===== src/rtl/fetch_pkg.sv =====
// Shared definitions for the fetch unit and its decode neighbour.
// This covers the FSM state encoding, the default HLT opcode and the instruction length rule.
package fetch_pkg;

  // The state encoding is kept as plain constants so that older decode code can compare against it.
  localparam logic [1:0] FETCH_OP  = 2'd0;
  localparam logic [1:0] FETCH_IMM = 2'd1;
  localparam logic [1:0] HOLD      = 2'd2;
  localparam logic [1:0] HALTED    = 2'd3;

  localparam logic [7:0] HLT_OPCODE_DEFAULT = 8'h76;

  // Opcodes with the top bit set carry one immediate byte after them.
  function automatic logic is_two_byte(input logic [7:0] opcode);
    return opcode[7];
  endfunction

endpackage


===== src/rtl/fetch_unit_if.sv =====
// Instruction handoff channel from the fetch unit to the decoder.
// The fetch unit is the master and presents the instruction. The decoder is the slave and accepts it.
interface fetch_unit_if #(
  parameter int ADDR_W = 8
);
  logic              instr_valid;
  logic              instr_ready;
  logic [7:0]        instr_opcode;
  logic [7:0]        instr_operand;
  logic              instr_len2;
  logic [ADDR_W-1:0] instr_pc;

  modport master (
    output instr_valid, instr_opcode, instr_operand, instr_len2, instr_pc,
    input  instr_ready
  );

  modport slave (
    input  instr_valid, instr_opcode, instr_operand, instr_len2, instr_pc,
    output instr_ready
  );
endinterface


===== src/rtl/fetch_unit.sv =====
// Fetch unit: reads 1- or 2-byte instructions from the 8-bit program memory.
// It hands each instruction to the decoder, follows redirects from execute and stops after HLT.
module fetch_unit
  import fetch_pkg::*;
#(
  parameter int                ADDR_W     = 8,
  parameter logic [ADDR_W-1:0] RESET_PC   = 8'h02,
  parameter logic [7:0]        HLT_OPCODE = HLT_OPCODE_DEFAULT
) (
  input  logic              clk,
  input  logic              reset,
  output logic [ADDR_W-1:0] mem_address,
  input  logic [7:0]        mem_data,
  fetch_unit_if.master      ibus,
  input  logic              redirect_valid,
  input  logic [ADDR_W-1:0] redirect_addr,
  output logic              halted
);

  logic [ADDR_W-1:0] pc;
  logic [1:0]        state;

  // The memory is addressed straight from the PC register, so read data belongs to the current PC.
  assign mem_address = pc;

  // The FSM and the instruction registers share one synchronous active-low reset.
  // Priority order: reset, then redirect, then normal sequencing.
  always_ff @(posedge clk) begin
    if (!reset) begin
      pc                 <= RESET_PC;
      state              <= FETCH_OP;
      ibus.instr_valid   <= 1'b0;
      ibus.instr_opcode  <= 8'h00;
      ibus.instr_operand <= 8'h00;
      ibus.instr_len2    <= 1'b0;
      ibus.instr_pc      <= '0;
      halted             <= 1'b0;
    end else if (redirect_valid) begin
      // A redirect drops any partial or pending instruction. A handshake in this same
      // cycle has already completed on the decoder side, so clearing valid is correct.
      pc               <= redirect_addr;
      state            <= FETCH_OP;
      ibus.instr_valid <= 1'b0;
      halted           <= 1'b0;
    end else begin
      case (state)
        FETCH_OP: begin
          // NOTE: non-blocking assignments make every register here see the pre-edge pc.
          // A blocking pc update would corrupt instr_pc.
          ibus.instr_opcode <= mem_data;
          ibus.instr_pc     <= pc;
          pc                <= pc + ADDR_W'(1);
          if (is_two_byte(mem_data)) begin
            state <= FETCH_IMM;
          end else begin
            ibus.instr_operand <= 8'h00;
            ibus.instr_len2    <= 1'b0;
            ibus.instr_valid   <= 1'b1;
            state              <= HOLD;
          end
        end
        FETCH_IMM: begin
          ibus.instr_operand <= mem_data;
          ibus.instr_len2    <= 1'b1;
          ibus.instr_valid   <= 1'b1;
          pc                 <= pc + ADDR_W'(1);
          state              <= HOLD;
        end
        HOLD: begin
          // Everything is frozen until the decoder takes the instruction.
          if (ibus.instr_ready) begin
            ibus.instr_valid <= 1'b0;
            if (ibus.instr_opcode == HLT_OPCODE) begin
              state  <= HALTED;
              halted <= 1'b1;
            end else begin
              state <= FETCH_OP;
            end
          end
        end
        HALTED: begin
          // The PC stays one past the HLT until a redirect or a reset.
        end
        default: state <= FETCH_OP;
      endcase
    end
  end

endmodule


===== src/flat_wrapper.sv =====
// flat-port wrapper written by rule: the top's interface ports become plain ports
module fetch_unit_flat import fetch_pkg::*;
#(
  parameter int                ADDR_W     = 8,
  parameter logic [ADDR_W-1:0] RESET_PC   = 8'h02,
  parameter logic [7:0]        HLT_OPCODE = HLT_OPCODE_DEFAULT
)
  (clk, reset, mem_address, mem_data, redirect_valid, redirect_addr, halted, ibus_instr_valid, ibus_instr_opcode, ibus_instr_operand, ibus_instr_len2, ibus_instr_pc, ibus_instr_ready);
  fetch_unit_if #(.ADDR_W(ADDR_W)) ibus_i ();
  input  logic clk;
  input  logic reset;
  output logic [ADDR_W-1:0] mem_address;
  input  logic [7:0] mem_data;
  input  logic redirect_valid;
  input  logic [ADDR_W-1:0] redirect_addr;
  output logic halted;
  output wire logic [$bits(ibus_i.instr_valid)-1:0] ibus_instr_valid;
  output wire logic [$bits(ibus_i.instr_opcode)-1:0] ibus_instr_opcode;
  output wire logic [$bits(ibus_i.instr_operand)-1:0] ibus_instr_operand;
  output wire logic [$bits(ibus_i.instr_len2)-1:0] ibus_instr_len2;
  output wire logic [$bits(ibus_i.instr_pc)-1:0] ibus_instr_pc;
  input wire logic [$bits(ibus_i.instr_ready)-1:0] ibus_instr_ready;
  assign ibus_instr_valid = ibus_i.instr_valid;
  assign ibus_instr_opcode = ibus_i.instr_opcode;
  assign ibus_instr_operand = ibus_i.instr_operand;
  assign ibus_instr_len2 = ibus_i.instr_len2;
  assign ibus_instr_pc = ibus_i.instr_pc;
  assign ibus_i.instr_ready = ibus_instr_ready;
  fetch_unit #(.ADDR_W(ADDR_W), .RESET_PC(RESET_PC), .HLT_OPCODE(HLT_OPCODE)) u_core (.clk(clk), .reset(reset), .mem_address(mem_address), .mem_data(mem_data), .ibus(ibus_i), .redirect_valid(redirect_valid), .redirect_addr(redirect_addr), .halted(halted));
endmodule

===== config.mk =====
export PLATFORM = sky130hd
export DESIGN_NAME = fetch_unit_flat
export DESIGN_NICKNAME = d
export VERILOG_FILES = /design/src/rtl/fetch_pkg.sv /design/src/rtl/fetch_unit_if.sv /design/src/rtl/fetch_unit.sv /design/src/flat_wrapper.sv
export SDC_FILE = /design/constraint.sdc
export NUM_CORES = 1
export LEC_CHECK = 0
export BUFFER_PORTS_ARGS = -buffer_cell sky130_fd_sc_hd__buf_2
export CORE_MARGIN = 2
export CORE_UTILIZATION = 49
export CTS_CLUSTER_SIZE = 40
export DETAILED_ROUTE_END_ITERATION = 7
export PLACE_DENSITY = 0.84
export SLEW_MARGIN = 5
export SYNTH_ARGS = -nofsm -noshare
export SYNTH_HDL_FRONTEND = slang
export SYNTH_SLANG_ARGS = --single-unit

===== constraint.sdc =====
create_clock -name clk -period 1.75 [get_ports clk]
set_input_delay 0.175 -clock clk [delete_from_list [all_inputs] [get_ports clk]]
set_output_delay 0.175 -clock clk [all_outputs]
set_load 0.05 [all_outputs]

After elaboration in Yosys (flattened, before gate mapping)

Index checks and enable logic that the tools add are counted.

Output and inout port bits: 35
Input port bits: 20
Word-level logic and storage cells: 40
Bits in registers: 37

Equal/unequal tests: 5
$add $sub $neg: 1
Multiplexer cells: 13
Reductions and logical operators: 11
Bitwise gates (word level): 2

Operator list:

| operator                                       | count |
|---|---|
| two-way mux 8 bit                              | 3 |
| case mux 8 bit (2 select lines)                | 1 |
| AND reduction 3 bit                            | 3 |
| adder 8 x 1 -> 8 bit (second input constant)   | 1 |
| == test 8 x 7 -> 1 bit (second input constant) | 1 |
| two-way mux 2 bit                              | 3 |
| case mux 2 bit (3 select lines)                | 1 |
| inequality test 2 bit (second input constant)  | 2 |
| AND reduction 2 bit                            | 2 |
| nonzero test 2 bit                             | 2 |
| OR reduction 2 bit                             | 2 |
| two-way mux 1 bit                              | 3 |
| case mux 1 bit (3 select lines)                | 1 |
| nonzero test 3 bit                             | 1 |
| == test 2 x 1 -> 1 bit (second input constant) | 1 |
| == test 2 bit (second input constant)          | 1 |
| logical NOT 2 bit                              | 1 |
| inverter 1 bit                                 | 2 |
| case mux 1 bit (2 select lines)                | 1 |

Depth between registers and ports, before layout

Depth after elaboration: 4
Gate-level depth with buffers: 7
Gate-level depth less buffers: 6

Worst setup path before layout

No wires, ideal clock.

Path type: flip-flop to flip-flop
From: reg u_core.pc[0], in the netlist u_core.mem_address[0]
To: reg u_core.pc[4], in the netlist u_core.mem_address[4]
Cell stages (with the launch flop): 5
Path buffers: 0
Data required time: 1.676 ns
Path slack: 0.137 ns
Arrival time: 1.538 ns
Period minus slack after synthesis: 1.613 ns
Setup time: 0.074 ns
Cells stage by stage: dfxtp_1 -> ha_1 -> o21ai_0 -> or3_1 -> a31oi_1

Longest elaborated chain between the ends: 3

Ends and longest elaborated chain:

| what                   | line                               | RTL |
|---|---|---|
| start, declared        | fetch_unit.sv:20                   | `logic [ADDR_W-1:0] pc;` |
| start signal, assigned | fetch_unit.sv:41                   | `pc <= redirect_addr;` |
| start signal, assigned | fetch_unit.sv:52                   | `pc <= pc + ADDR_W'(1);` |
| start signal, assigned | fetch_unit.sv:66                   | `pc <= pc + ADDR_W'(1);` |
| adder 8 x 1 -> 8 bit   | fetch_unit.sv:52, fetch_unit.sv:66 |  |
| two-way mux 8 bit      | -                                  |  |
| two-way mux 8 bit      | fetch_unit.sv:38                   | `end else if (redirect_valid) begin` |

No other way between the ends. The select of a mux whose other input is x is not followed.
A chain may end at the register's enable or synchronous reset.

Final worst setup path

From: reg u_core.state[1]
To: reg u_core.ibus.instr_operand[7]

Longest elaborated chain between the ends: 3
Elaborated cells between the ends (all ways): 6
Classes of those cells: eq/ne: 2; mux: 1; reduce/logical: 3

Ends and longest elaborated chain:

| what                                                                  | line                | RTL |
|---|---|---|
| start, declared                                                       | fetch_unit.sv:21    | `logic [1:0] state;` |
| start signal, assigned                                                | fetch_unit.sv:31    | `state <= FETCH_OP;` |
| start signal, assigned                                                | fetch_unit.sv:42    | `state <= FETCH_OP;` |
| start signal, assigned                                                | fetch_unit.sv:54    | `state <= FETCH_IMM;` |
| == test 2 x 1 -> 1 bit or logical NOT 2 bit (tied branches)           | fetch_unit.sv:46    | `case (state)` |
| nonzero test 2 bit (no line) or inequality test 2 bit (tied branches) | -                   |  |
| AND reduction 3 bit (no line)                                         | -                   |  |
| end signal, assigned                                                  | fetch_unit.sv:63    | `ibus.instr_operand <= mem_data;` |
| end, declared                                                         | fetch_unit_if.sv:14 | `output instr_valid, instr_opcode, instr_operand, instr_len2, instr_pc,` |

Parallel ways exist; a longest one is shown, timed or not.

==> impl_metrics.toml <==
[synth]
synth_top_family_by_area = "simple AND/OR/NAND/NOR gates"
synth_area_leaders = "dfxtp_1 47%, nand2_1 9.3%, a21oi_1 9.2%"
synth_nets = 215
ys_types = 30
synthMuxAreaShare_pct = 3.27
seq_area_frac_synth_pct = 47.2
async_reset_ff_share_pct = 0
synthesis.area_sq_um = 1570
synth_xor_area_share_pct = 3.35
syn_avg_cell_area_sq_um = 8.26
yosys.area.top_type = "dfxtp_1"
synth_edf_count = 0
yosysWarnings = 0
ys.flop_type = "dfxtp_1"
yosys.area_share.adder_pct = 3.98
synth_compound_area_share_pct = 16.7
ys_ff_latch = 37
synthSimpleGateAreaFrac_pct = 21.7
netlist.area_leader.share_pct = 47.2
netlist_instances = 190

[detailed_routing]
routed_via_density = 5.15
ant_nets = 0
num_vias = 1534
drc = 0
drt-pass1-iter-count = 4
wl_per_cell_um = 12.0
drt-initial-drc-count = 69
wl_mm = 3.57

[worst_setup_path]
ff2ff_path_depth = 7
critPathArrivalTime_ns = 1.85
worstPathMaxFanout = 16
critPathRequiredTime_ns = 1.98
crit_type = "flop to flop"
critPathCaptureType = "flop"
worstSetupStartpointType = "flop"

[global_route]
antenna_found_initial = 0
grt_first_pass_wirelength_mm = 5.74
gr-usage-all-layers_pct = 20.9
grt_pass1_vias = 1316
grt_max_degree = 21
grt_overflow = 0

[clock_tree]
cts-htree-levels = 2
cts_tree = "built"
clockBufferDepth = 2
clk_latency_ns = 0.34
cts-root-buf = "clkbuf_4"
cts_buffers = 5
cts_sinks = 37
ctsHoldBuffers = 0
clkTransAtPathRegs_ns = 0.11
ctsResizeCount = 0
cts_setup_buffers = 0

[timing]
finalHoldViolations = 0
fin_crit_ns = 1.62
setup_viol = 0
slew_headroom_pct = 75.5
tightest_slew_ns = 0.367
drv_slew = 0
setup_tns_ns = 0
setup_ws_ns = 0.133
min_period_over_period_pct = 92.4
max_freq_mhz = 618
clock_skew_ns = 0.00904
rsz0062_at_grt = "no"

[die]
die_w_um = 60.6
start_util_pct = 51.4
io_pins = 55
die-height_um = 60.6
die-area_sq_um = 3670
placeableCoreArea_sq_um = 3050
fp-row-count = 20

[pwr]
power_frac_seq_pct = 50.5
switching_share_pct = 33.4
max-vdd-ir-drop_v = 0.000566
pwr_density_cell_nw_per_um2 = 917
p_int_mw = 1.22
leakage_nw = 0.887
clockPowerShare_pct = 24.9
comb_power_share_pct = 24.5
p_sw_mw = 0.615

[place]
io_buffer_count = 54
routabilityCongestion = 0.798
dp.cells = 291
hpwl_mm = 2.67
post-place-ws_ns = 0.129

[cells_and_area]
multi_input_area_sq_um = 768
finalNetCount = 279
seqCellArea_sq_um = 741
stdcell_count = 298
drive_gt1_share_pct = 29.1
fillers = 287
num_antenna_cells = 0
area_delta_synth_final_pct = 27.8

[outcome]
status = "complete, no violations"

[worst_hold_path]
hold_depth = 3
min_path_type = "primary input to flop"

[job]
cap_viol_max_count = 0
## cells in the final DEF, fill, tap and decap left out, types with 2 or more instances in the layout
master,count
clkbuf_4,5
a31oi_1,5
and2_1,2
nor2_1,8
buf_4,10
xnor2_1,4
buf_2,54
nand2b_1,9
dfxtp_1,37
ha_1,5
xor2_1,2
nand4_1,2
nand2_1,39
mux2i_1,4
inv_1,5
a21oi_1,29
nor3b_1,2
o21ai_0,10
nand3_1,10
## state kept, by name, summed over array words and instances, names as in the netlist
name and count:
u_core.mem_address 8, u_core.ibus.instr_operand 8, u_core.ibus.instr_pc 8, u_core.ibus.instr_opcode 8, u_core.ibus.instr_valid 1, u_core.state 2, u_core.halted 1, u_core.ibus.instr_len2 1
## cell families after synthesis
group	Yosys count
AO/OA/AOI/OAI	48
XOR/XNOR	6
adder cells (fa/ha/maj)	5
buffers and inverters	14
flip-flops	37
multiplexers	5
AND/OR/NAND/NOR	75
## synthesized netlist by cell type, types with 3 or more instances
cell	count
nand2_1	39
dfxtp_1	37
a21oi_1	29
nand3_1	10
o21ai_0	10
nand2b_1	9
nor2_1	8
a31oi_1	5
ha_1	5
inv_1	5
mux2i_1	4
xnor2_1	4
buf_2	3
## cell type report
| cell class | count | area share (%) |
|---|---|---|
| Sequential cell | 37 | 36.9 |
| Multi-Input combinational cell | 139 | 38.3 |
| Tap cell | 44 | 2.74 |
| Inverter | 6 | 1.12 |
| Clock buffer | 7 | 2.74 |
| Timing Repair Buffer | 65 | 18.2 |
## worst max-delay path, stage by stage (launching register included)
cell	delay, ns
dfxtp_1	0.39
inv_1	0.08
ha_1	0.26
nand2b_1	0.18
a21oi_2	0.18
buf_12	0.15
mux2i_1	0.19
nor2_1	0.05
## metal layers
metal | part of all wire (%) | GRT usage [%]
met1 | 47 | 26.7
met2 | 45 | 33.5
met3 | 6.2 | 6.61
met4 | 0.92 | 7.45
met5 | 0 | 0
## metrics by stage
step | power (mW) | hold slack [ns] | cell area, sq um | utilization, %
2_1_floorplan | 1.26 | 0.237 | 1570 | -
3_3_place_gp | 1.39 | 0.395 | 1950 | 63.9
3_5_place_dp | 1.40 | 0.400 | 1950 | 63.9
4_1_cts | 1.85 | 0.0332 | 2010 | 65.7
5_1_grt | 1.93 | 0.0520 | 2010 | 65.7
6_report | 1.84 | 0.0423 | 2010 | 65.7
## path summary, 6_finish.rpt
path | startpoint | end | slack [ns]
min reg2reg | u_core.ibus.instr_pc[1] | u_core.ibus.instr_pc[1] | 0.46
min | redirect_addr[1] | u_core.mem_address[1] | 0.04
max reg2reg | u_core.state[1] | u_core.ibus.instr_operand[7] | 0.13
max | u_core.state[1] | u_core.ibus.instr_operand[7] | 0.13
## power by group through the flow
stage | logic [mW] | registers (mW) | clock network [mW]
2_1_floorplan | 0.161 | 1.10 | 0
3_3_place_gp | 0.445 | 0.948 | 0
3_5_place_dp | 0.449 | 0.949 | 0
4_1_cts | 0.451 | 0.930 | 0.472
5_1_grt | 0.486 | 0.937 | 0.509
6_report | 0.451 | 0.930 | 0.459
Note: power is estimated with default switching activity, not from simulation.
